File: config.mk
export PLATFORM = sky130hd
export DESIGN_NAME = clk_div
export DESIGN_NICKNAME = d
export VERILOG_FILES = /design/src/rtl/clk_div.sv
export SDC_FILE = /design/constraint.sdc
export NUM_CORES = 1
export LEC_CHECK = 0
export ABC_AREA = 1
export BUFFER_PORTS_ARGS = -buffer_cell sky130_fd_sc_hd__buf_2
export CAP_MARGIN = 20
export CORE_ASPECT_RATIO = 0.5
export CORE_UTILIZATION = 40
export CTS_BUF_LIST = sky130_fd_sc_hd__clkbuf_16
export DETAILED_ROUTE_END_ITERATION = 8
export MAX_ROUTING_LAYER = met4
export SLEW_MARGIN = 30
export SYNTH_ARGS = -nofsm -noshare
export SYNTH_HDL_FRONTEND = slang
export SYNTH_SLANG_ARGS = --single-unit
File: constraint.sdc
create_clock -name CLK -period 2.4 [get_ports CLK]
set_clock_uncertainty 0.2 [all_clocks]
set_input_delay 0.24 -clock CLK [delete_from_list [all_inputs] [get_ports CLK]]
set_output_delay 0.24 -clock CLK [all_outputs]
set_load 0.05 [all_outputs]
File: src/rtl/clk_div.sv
`default_nettype none
// ============================================================================
//  Module      : clk_div
//  Description : Programmable clock divider. Produces a 50%-duty square wave
//                (sclclk) in the CLK domain whose half-period is clkscale CLK
//                cycles. clkscale == 0 parks the output low. The output is a
//                plain register, not a clock-tree net.
//  Revision    : 1.0 - initial release
// ============================================================================
module clk_div #(
    parameter int WIDTH = 32
) (
    input  logic             CLK,
    input  logic             RST_N,
    input  logic [WIDTH-1:0] clkscale,
    output logic             sclclk
);

    localparam logic [WIDTH-1:0] c_ONE  = {{(WIDTH-1){1'b0}}, 1'b1};
    localparam logic [WIDTH-1:0] c_ZERO = '0;

    logic [WIDTH-1:0] r_cnt;
    logic             r_sclclk;
    logic             w_idle;
    logic [WIDTH-1:0] w_last;
    logic             w_end_half;

    // Decode the divider controls: idle flag, last count of a half-period and
    // whether the current edge closes the half-period. The ">=" comparison lets
    // a mid-count reduction of clkscale end the half-period at once instead of
    // letting the counter run up to its wrap point.
    always_comb begin
        w_idle     = (clkscale == c_ZERO);
        w_last     = clkscale - c_ONE;
        w_end_half = 1'b0;
        if (!w_idle) begin
            w_end_half = (r_cnt >= w_last);
        end
    end

    // Half-period counter and output register; idle forces a clean restart.
    always_ff @(posedge CLK or negedge RST_N) begin
        if (!RST_N) begin
            r_cnt    <= c_ZERO;
            r_sclclk <= 1'b0;
        end else if (w_idle) begin
            r_cnt    <= c_ZERO;
            r_sclclk <= 1'b0;
        end else if (w_end_half) begin
            r_cnt    <= c_ZERO;
            r_sclclk <= ~r_sclclk;
        end else begin
            r_cnt    <= r_cnt + c_ONE;
        end
    end

    assign sclclk = r_sclclk;

endmodule
`default_nettype wire

==> reports/results.ini, run 1 <==
[worst_setup_path]
crit_path_start_kind=input pin
critPathCaptureType=register
required_ns=2.41
r2r_cells=11
r2r_end=r_cnt[11]$_DFF_PN0_
worstPathMaxFanout=8
crit_type=input pin to register
crit_arrival_ns=2.71
worstReg2RegStart=r_cnt[15]$_DFF_PN0_
r2r_setup_slack_ns=0.30

[finish]
final_util_pct=57.23
regArea_um2=825.8
layout.nets=694
multi_input_area_um2=2439
drive_above_1_share_pct=27.48
diodes=0
syn_to_final_growth_pct=36.90
fillCellCount=829

[cts]
cts_buffers=5
clockRootBuffer=clkbuf_16
htree_levels=2
clockBufferDepth=2
clk_pin_slew_ns=0.05
cts_tree=yes
clock_sinks=33
worstSkewPairLatency_ns=0.28

[power_and_ir_drop]
leakagePower_nw=2.318
total_power_mw=1.913
peakVddDrop_mv=0.2735
power_density_nw_per_um2=413.3

[detailed_routing]
wire_per_inst_um=12.19
first_pass_iters=4
viasPerCell=4.690
ant_nets=0
drt_iter0_markers=172
finalWirelength_mm=8.997
drc=0
num_vias=3461

[sta]
finalCriticalPeriod_ns=2.700
worst_slack_ns=-0.2997
clock.fmax_ghz=0.3704
tightest_slew_ns=0.7510
post-route-period-util_pct=112.5
slew_violations=0
rsz0062_at_grt=true
max_slew_margin_pct=49.93
worst_hold_slack_ns=0.3186
finalHoldViolCount=0
finalSetupViolations=33

[grt]
grt_pass1_vias=3280
grt_pass1_wl_mm=15.27
grt_overflow=0
grt_max_degree=34
antenna_found_initial=0
gr-usage-all-layers_pct=22.62

[synth]
syn_area_per_cell_um2=6.695
netlist_top_cells_count=nand2_1, nor2_1, inv_1
synth.top_cell.area_share_pct=24.43
synth-seq-area-share_pct=24.43
yosys.area.top_type=dfrtp_1
synth_area_um2=3381
ys_ff_latch=33
ys_types=22
synthTopCellsByArea=dfrtp_1, nand2_1, ha_1
syn-num-nets=574
synth.most_common_cell=nand2_1
ys.flop_type=dfrtp_1
syn_inst=505
ys_warn_count=0
async_flop_share_pct=100.0
synth-edff-count=0

[hold_path]
hold_depth=1
hold_class=register to register
min_to=r_cnt[0]$_DFF_PN0_
worstHoldStart=r_cnt[0]$_DFF_PN0_

[die]
fp.dieH_um=67.01
num_rows=23
core_region_area_um2=8087
start_util_pct=41.81
die_w_um=132.0
ioPinCount=35
die_area_um2=8846

[outcome]
status=finished, violations left
violations=negative setup slack

[run]
cap_violations=0

[place]
routabilityCongestion=0.8474
port_buffers=34
dp_hpwl_mm=7.220

kinds of logic after synthesis:
family | count (synthesis) | share of synthesized area [%]
and+or+nand+nor | 302 | 38.42
buffers and inverters | 65 | 7.883
xor gates and xnor gates | 51 | 13.21
AOI/OAI and AO/OA | 19 | 3.108
adders and majority gates | 35 | 12.95
DFF | 33 | 24.43
worst max-delay path by stage:
stage                start  slack (ns)                   to
2_1_floorplan  clkscale[0]       -0.25  r_cnt[18]$_DFF_PN0_
3_3_place_gp   clkscale[2]       -0.59  r_cnt[23]$_DFF_PN0_
3_5_place_dp   clkscale[2]       -0.62  r_cnt[27]$_DFF_PN0_
4_1_cts        clkscale[0]       -0.22  r_cnt[27]$_DFF_PN0_
5_1_grt        clkscale[1]       -0.47   r_cnt[6]$_DFF_PN0_
6_report       clkscale[1]       -0.30  r_cnt[22]$_DFF_PN0_
where the power goes:
| part | internal (mW) | switching (mW) | total (mW) |
|---|---|---|---|
| clock | 0.375 | 0.230 | 0.604 |
| combinational | 0.273 | 0.335 | 0.608 |
| sequential | 0.619 | 0.0808 | 0.700 |
layout make-up:
class	instances	share of cell area (%)
Clock buffer	5	2.703
Clock inverter	3	0.2703
Inverter	62	5.164
Multi-Input combinational cell	407	52.69
Sequential cell	33	17.84
Tap cell	112	3.028
Timing Repair Buffer	116	18.30
critical path: stages:
cell and delay [ns]:
buf_4 0.13, inv_4 0.06, ha_4 0.13, nand2_4 0.06
nor2_4 0.17, nand2_4 0.08, nor2_4 0.13, nand2_4 0.07
nor2_4 0.13, nand2_2 0.06, xor2_1 0.16, ha_1 0.26
nand2_1 0.07, inv_2 0.04, nand2_1 0.05, nand2_1 0.07
a21oi_2 0.13, o21ai_1 0.09, nor2_2 0.15, nand2_4 0.12
clkbuf_16 0.19, nor2_1 0.10
per-layer routing:
| layer | wire length [um] | part of all wire [%] | vias up | track usage (%) |
|---|---|---|---|---|
| met5 | 0 | 0 | - | - |
| met4 | 35 | 0.39 | 0 | 2.035 |
| met3 | 373 | 4.1 | 7 | 3.577 |
| met2 | 3749 | 42 | 60 | 35.65 |
| met1 | 4839 | 54 | 1550 | 31.54 |
| li1 | - | - | 1844 | - |
cells in the final DEF (no fill, tap or decap), drive strengths merged:
cell type    synthesis  final
clkbuf               0      6
nor3                19     19
xnor2               19     19
nand4               10     10
clkinvlp             0      1
xor2                32     32
dlygate4sd3          0      1
a21o                 4      4
o21ai                4      4
a21oi               11     11
inv                 62     61
nand3               28     28
buf                  3    114
dfrtp               33     33
clkinv               0      3
nor3b                3      3
nand2              129    129
ha                  35     35
nor2               113    113
what timing repair did:
item | 4_1_cts | 5_1_grt
buffers inserted | 7 | 4
gates resized for setup | 24 | 23
endpoints found under the setup margin | 33 | 33
hold endpoints to repair | 33 | 0
cloned | 0 | 1
pin swaps | 11 | 7
hold buffers | 1 | 0
state kept, by name (all words and copies together), names as in the netlist:
register  cells
r_cnt        32
sclclk        1
stage by stage:
step / setup slack [ns] / std cells / instance area, um^2 / TNS [ns]
CTS: -0.2199 / 735 / 4508 / -6.459
global route: -0.4716 / 738 / 4628 / -14.66
finish: -0.2997 / 738 / 4628 / -8.734
floorplan: -0.2485 / 505 / 3402 / -7.514
global placement: -0.5945 / 719 / 4237 / -18.67
detailed placement: -0.6231 / 719 / 4237 / -19.63
(Power assumes the default switching activity.)
==> run 2, diff against run 1 <==
--- a/config.mk
+++ b/config.mk
@@ -8,7 +8,7 @@
 export ABC_AREA = 1
 export BUFFER_PORTS_ARGS = -buffer_cell sky130_fd_sc_hd__buf_2
 export CAP_MARGIN = 20
-export CORE_ASPECT_RATIO = 0.5
+export CORE_ASPECT_RATIO = 0.7
 export CORE_UTILIZATION = 40
 export CTS_BUF_LIST = sky130_fd_sc_hd__clkbuf_16
 export DETAILED_ROUTE_END_ITERATION = 8
==> reports/results.ini, run 2 (same netlist as run 1, synthesis figures left out) <==
[die]
ioPinCount=35  ; unchanged
die_w_um=111.9  ; -15%
fp.dieH_um=78.92  ; +18%
start_util_pct=42.05  ; +0.24 points
die_area_um2=8829  ; -0.19%
num_rows=27  ; +17%
core_region_area_um2=8040  ; -0.57%

[finish]
largest_reg_flops=32  ; unchanged
diodes=0  ; unchanged
layout_commonest_cell=nand2_1
final_cell_mix=nand2_1, nor2_1, buf_4
final_cells=721  ; -2.3%
fin_area_um2=4601  ; -0.59%
regMostFlops=r_cnt
drive_above_1_share_pct=26.77  ; -0.70 points
final_util_pct=57.22  ; about the same
syn_to_final_growth_pct=36.08
layout.nets=689  ; -0.72%

[sta]
rsz0062_at_grt=true
worst_hold_slack_ns=0.3322  ; +0.01359 ns
finalSetupViolations=33  ; unchanged
finalSetupTns_ns=-7.847  ; +0.8873 ns
finalCriticalPeriod_ns=2.669  ; -0.03089 ns
slew_violations=0  ; unchanged
finalHoldViolCount=0  ; unchanged
worst_slack_ns=-0.2688  ; +0.03089 ns
max_slew_margin_pct=51.78  ; +1.8 points
clock.fmax_ghz=0.3747  ; +1.2%
tightest_slew_ns=0.7233  ; -0.02771 ns
post-route-period-util_pct=111.2  ; -1.3 points

[detailed_routing]
drc=9  ; +9
finalWirelength_mm=9.545  ; +6.1%
ant_nets=0  ; unchanged
first_pass_iters=9  ; +5
num_vias=3443  ; -0.52%
drt_iter0_markers=240  ; +40%
viasPerCell=4.775  ; +1.8%
drt-met1-wl_mm=5.228  ; +8.0%
wire_per_inst_um=13.24  ; +8.6%
wl_met3_um=585  ; +57%
dr_wl_met2_mm=3.622  ; -3.4%
routed.top_layer=met4

[power_and_ir_drop]
power_density_nw_per_um2=412.1  ; -0.27%
power_switching_mw=0.6397  ; -0.98%
p_int_mw=1.256  ; -0.81%
power_frac_comb_pct=32.1  ; +0.3 points
leakagePower_nw=2.282  ; -1.5%
netSwitchingFraction_pct=33.74  ; -0.038 points
pwr-share-clk_pct=30.5  ; -1.1 points
peakVddDrop_mv=0.3913  ; +43%
seqPwrFrac_pct=37.5  ; +0.9 points

[run]
cap_violations=0  ; unchanged

[grt]
antenna_found_initial=0  ; unchanged
grt_pass1_vias=3179  ; -3.1%
gr-usage-all-layers_pct=22.89  ; +0.27 points
grt_pass1_wl_mm=15.43  ; +1.0%
grt_max_degree=34  ; unchanged
grt_overflow=0  ; unchanged

[hold_path]
hold_class=register to register
hold_depth=1  ; unchanged
min_to=r_cnt[0]$_DFF_PN0_
worstHoldStart=r_cnt[0]$_DFF_PN0_

[worst_setup_path]
worstReg2RegStart=r_cnt[15]$_DFF_PN0_
critPathCaptureType=register
worstPathMaxFanout=8  ; unchanged
worstPathCellList=buf_8 -> clkinvlp_4 -> ha_4 -> nand2_4 -> nor2_4 -> nand2_4 -> nor2_4 -> nand2_4 -> nor2_4 -> nand2_2 -> xor2_2 -> ha_1 -> nand2_1 -> inv_1 -> nand2_1 -> nand2_1 -> a21oi_1 -> o21ai_1 -> nor2_2 -> nand2_4 -> clkbuf_16 -> nor2_2
crit_slowest_cell=ha_1
crit_type=input pin to register
r2r_end=r_cnt[29]$_DFF_PN0_
r2r_setup_slack_ns=0.32  ; +0.02 ns
critical_path.max_stage_delay_ns=0.28  ; +0.02 ns
crit_arrival_ns=2.68  ; -0.03 ns
r2r_cells=11  ; unchanged
path_common_cell=nand2_4
crit_path_start_kind=input pin
required_ns=2.41  ; about the same

[place]
dp_hpwl_mm=7.513  ; +4.1%
routabilityCongestion=0.8704  ; +2.7%
placed_area_um2=4173  ; -1.5%
port_buffers=34  ; unchanged
dp_cells=703  ; -2.2%

[outcome]
violations=design-rule violations, negative setup slack
status=finished, violations left

[cts]
clockBufferDepth=2  ; unchanged
clock_sinks=33  ; unchanged
clk_pin_slew_ns=0.05  ; about the same
htree_levels=2  ; unchanged
cts_tree=yes
clockRootBuffer=clkbuf_16
worstSkewPairLatency_ns=0.27  ; about the same
cts_buffers=5  ; unchanged

[run 2: cell count changes in the layout (fill, tap and decap cells not counted), sizes merged]
| cell | previous run | this run |
|---|---|---|
| inv | 61 | 62 |
| clkbuf | 6 | 7 |
| buf | 114 | 108 |
| clkinv | 3 | 1 |
[run 2: how the worst max path moves through the flow]
stage / startpoint / to / slack (ns) / depth (start not counted)
floorplan: clkscale[0] / r_cnt[18]$_DFF_PN0_ / -0.25 / 21
global placement: clkscale[1] / r_cnt[23]$_DFF_PN0_ / -0.62 / 22
detailed placement: clkscale[1] / r_cnt[22]$_DFF_PN0_ / -0.63 / 22
CTS: clkscale[0] / r_cnt[22]$_DFF_PN0_ / -0.23 / 22
global route: clkscale[0] / r_cnt[28]$_DFF_PN0_ / -0.49 / 22
finish: clkscale[0] / r_cnt[28]$_DFF_PN0_ / -0.27 / 22
[run 2: stage by stage]
step                worst slack [ns]  power, mW
floorplan                    -0.2485      1.051
global placement             -0.6197      1.262
detailed placement           -0.6332      1.275
CTS                          -0.2264      1.873
global route                 -0.4921      2.024
finish                       -0.2688      1.896
[run 2: worst max-delay path, delay by kind of cell]
family                     cells  cell delay (ns)
xor gates and xnor gates       1             0.16
and+or+nand+nor               13             1.23
adders and majority gates      2             0.43
buffers and inverters          4             0.42
AOI/OAI and AO/OA              2             0.21
[run 2: power groups by stage]
stage / Clock, mW / Sequential, mW / Combinational (mW)
finish: 0.577 / 0.710 / 0.608
global placement: 0 / 0.714 / 0.548
global route: 0.613 / 0.717 / 0.694
detailed placement: 0 / 0.717 / 0.559
floorplan: 0 / 0.712 / 0.339
CTS: 0.587 / 0.709 / 0.576
[run 2: area by class of cell]
cell class | instances | area, um^2
fill | 782 | 3440
sequential | 33 | 825.8
timing repair buffer | 111 | 808.3
tap | 101 | 126.4
clock buffer | 5 | 125.1
inverter | 62 | 236.5
multi-input combinational | 407 | 2471
clock inverter | 2 | 7.507
[run 2: layer usage]
metal  global-route usage (%)  up-vias
met4                    4.595        0
met5                        -        -
met1                    35.29     1487
met2                    31.49      120
met3                    2.672       15
li1                         -     1821
[run 2: timing repair]
action | CTS | global route
cloned | 0 | 2
setup endpoints to repair | 33 | 33
hold endpoints to repair | 33 | 0
buffers inserted | 7 | 2
hold buffers | 1 | 0
resized for setup | 17 | 33
pin swaps | 4 | 7
==> run 3, diff against run 2 <==
--- a/config.mk
+++ b/config.mk
@@ -13,6 +13,7 @@
 export CTS_BUF_LIST = sky130_fd_sc_hd__clkbuf_16
 export DETAILED_ROUTE_END_ITERATION = 8
 export MAX_ROUTING_LAYER = met4
+export SETUP_SLACK_MARGIN = 0.5
 export SLEW_MARGIN = 30
 export SYNTH_ARGS = -nofsm -noshare
 export SYNTH_HDL_FRONTEND = slang
==> reports/results.ini, run 3 (same netlist as run 1, synthesis figures left out) <==
[die]
num_rows=27  ; unchanged
fp.dieH_um=78.92  ; unchanged
ioPinCount=35  ; unchanged
core_region_area_um2=8040  ; unchanged
die_area_um2=8829  ; unchanged
start_util_pct=42.05  ; unchanged
die_w_um=111.9  ; unchanged

[worst_setup_path]
critical_path.top_delay_family=simple AND/OR/NAND/NOR gates
worstPathMaxFanout=8  ; unchanged
critical_path.max_stage_delay_ns=0.28  ; about the same
crit_start=clkscale[0]
worstReg2RegStart=r_cnt[27]$_DFF_PN0_
cp.buffers_inverters=3  ; -1
crit_type=input pin to register
critPathCaptureType=register
crit_slowest_cell=ha_1
crit_path_start_kind=input pin
crit_arrival_ns=2.61  ; -0.07 ns
required_ns=2.35  ; -0.06 ns
worstPathCellList=buf_8 -> clkinvlp_4 -> ha_4 -> nand2_4 -> nor2_4 -> nand2_4 -> nor2_4 -> nand2_4 -> nor2_4 -> nand2_1 -> xor2_1 -> ha_1 -> nand2_1 -> nor2_2 -> nand4_1 -> nor2_1 -> nand2_2 -> nand2_4 -> clkbuf_16 -> nor2_4

[detailed_routing]
drt_iter0_markers=251  ; +4.6%
finalWirelength_mm=9.470  ; -0.79%
drc=9  ; unchanged
first_pass_iters=9  ; unchanged
ant_nets=0  ; unchanged
viasPerCell=4.738  ; -0.78%
num_vias=3421  ; -0.64%
wire_per_inst_um=13.12  ; -0.92%

[cts]
cts_tree=yes
clockRootBuffer=clkbuf_16
cts_buffers=5  ; unchanged
clockBufferDepth=2  ; unchanged
clock_sinks=33  ; unchanged
clk_pin_slew_ns=0.05  ; about the same
htree_levels=2  ; unchanged
worstSkewPairLatency_ns=0.27  ; about the same

[grt]
gr-usage-all-layers_pct=22.89  ; unchanged
grt_max_degree=34  ; unchanged
grt_overflow=0  ; unchanged
grt_pass1_wl_mm=15.43  ; unchanged
grt_pass1_vias=3179  ; unchanged
antenna_found_initial=0  ; unchanged

[finish]
final_cells=722  ; +0.14%
layout.nets=690  ; +0.15%
largest_reg_flops=32  ; unchanged
final_cell_mix=nand2_1, nor2_1, buf_4
regMostFlops=r_cnt
drive_above_1_share_pct=27.05  ; +0.28 points
diodes=0  ; unchanged
layout_commonest_cell=nand2_1
regArea_um2=825.8  ; unchanged
fillCellCount=780  ; -0.26%
syn_to_final_growth_pct=36.49
multi_input_area_um2=2474  ; +0.10%
fin_area_um2=4614  ; +0.30%

[place]
routabilityCongestion=0.8704  ; unchanged
dp_hpwl_mm=7.513  ; unchanged
dp_worst_setup_slack_ns=-0.6332  ; unchanged
dp_cells=703  ; unchanged
placed_area_um2=4173  ; unchanged
port_buffers=34  ; unchanged

[sta]
slew_violations=0  ; unchanged
clock.fmax_ghz=0.3770  ; +0.62%
finalHoldViolCount=0  ; unchanged
finalCriticalPeriod_ns=2.652  ; -0.01642 ns
tightest_slew_ns=0.7237  ; +0.0004188 ns
post-route-period-util_pct=110.5  ; -0.68 points
max_slew_margin_pct=51.75  ; about the same
finalSetupTns_ns=-7.604  ; +0.2423 ns
rsz0062_at_grt=true
worst_slack_ns=-0.2524  ; +0.01642 ns
finalSetupViolations=33  ; unchanged

[power_and_ir_drop]
leakagePower_nw=2.291  ; +0.36%
power_density_nw_per_um2=410.2  ; -0.47%
peakVddDrop_mv=0.3905  ; -0.21%
total_power_mw=1.893  ; -0.17%

[outcome]
status=finished, violations left
violations=design-rule violations, negative setup slack

[run]
cap_violations=0  ; unchanged

[hold_path]
worstHoldStart=r_cnt[0]$_DFF_PN0_
hold_class=register to register

-- run 3: changes by cell type in the layout (fill, tap and decap cells not counted), sizes merged --
cell | before | now
buf | 108 | 109
-- run 3: final timing paths --
kind / end / slack (ns) / depth (start not counted)
min in group asynchronous: r_cnt[26]$_DFF_PN0_ / 0.37 / 2
worst max register to register: r_cnt[28]$_DFF_PN0_ / 0.34 / 9
worst max-delay path: r_cnt[29]$_DFF_PN0_ / -0.25 / 20
max in group asynchronous: r_cnt[20]$_DFF_PN0_ / 1.17 / 2
worst min register to register: r_cnt[0]$_DFF_PN0_ / 0.33 / 1
worst min-delay path: r_cnt[0]$_DFF_PN0_ / 0.33 / 1
-- run 3: worst reg2reg max path, cell delays in order, from the launching register on --
cell,delay (ns)
dfrtp_1,0.43
ha_1,0.33
a21oi_1,0.16
nand2_1,0.08
a21oi_1,0.12
o21ai_1,0.09
nor2_2,0.16
nand2_4,0.11
clkbuf_16,0.20
nor2_2,0.10
-- run 3: metrics by stage --
stage / hold WS [ns] / utilization, %
after global placement: 0.1252 / 51.90
after floorplan: -0.2556 / -
final: 0.3344 / 57.39
after CTS: 0.3311 / 55.07
after global routing: 0.3540 / 57.39
after detailed placement: 0.1337 / 51.90
-- run 3: layout make-up --
type	instances	area share, %
Clock buffer	5	2.711
Sequential cell	33	17.90
Timing Repair Buffer	112	17.76
Inverter	62	5.125
Clock inverter	2	0.1627
Multi-Input combinational cell	407	53.61
Tap cell	101	2.739
-- run 3: power breakdown --
part           leakage [nW]  internal, mW  switching [mW]
registers             0.449         0.619          0.0910
clock network        0.0685         0.369           0.204
logic                  1.77         0.269           0.340
-- run 3: layer usage --
layer  global-route usage (%)  wire length (um)  vias up
met4                    4.595                67        0
met3                    2.672               499        8
met5                        -                 0        -
li1                         -                 -     1824
met1                    35.29              5283     1486
met2                    31.49              3619      103
-- run 3: repair_timing --
item                                   CTS  global route
gates cloned                             0             2
buffers inserted                         7             2
setup endpoints to repair               33            33
hold buffers                             1             0
endpoints found under the hold margin   33             0
pin swaps                                5             8
resized for setup                       18            35
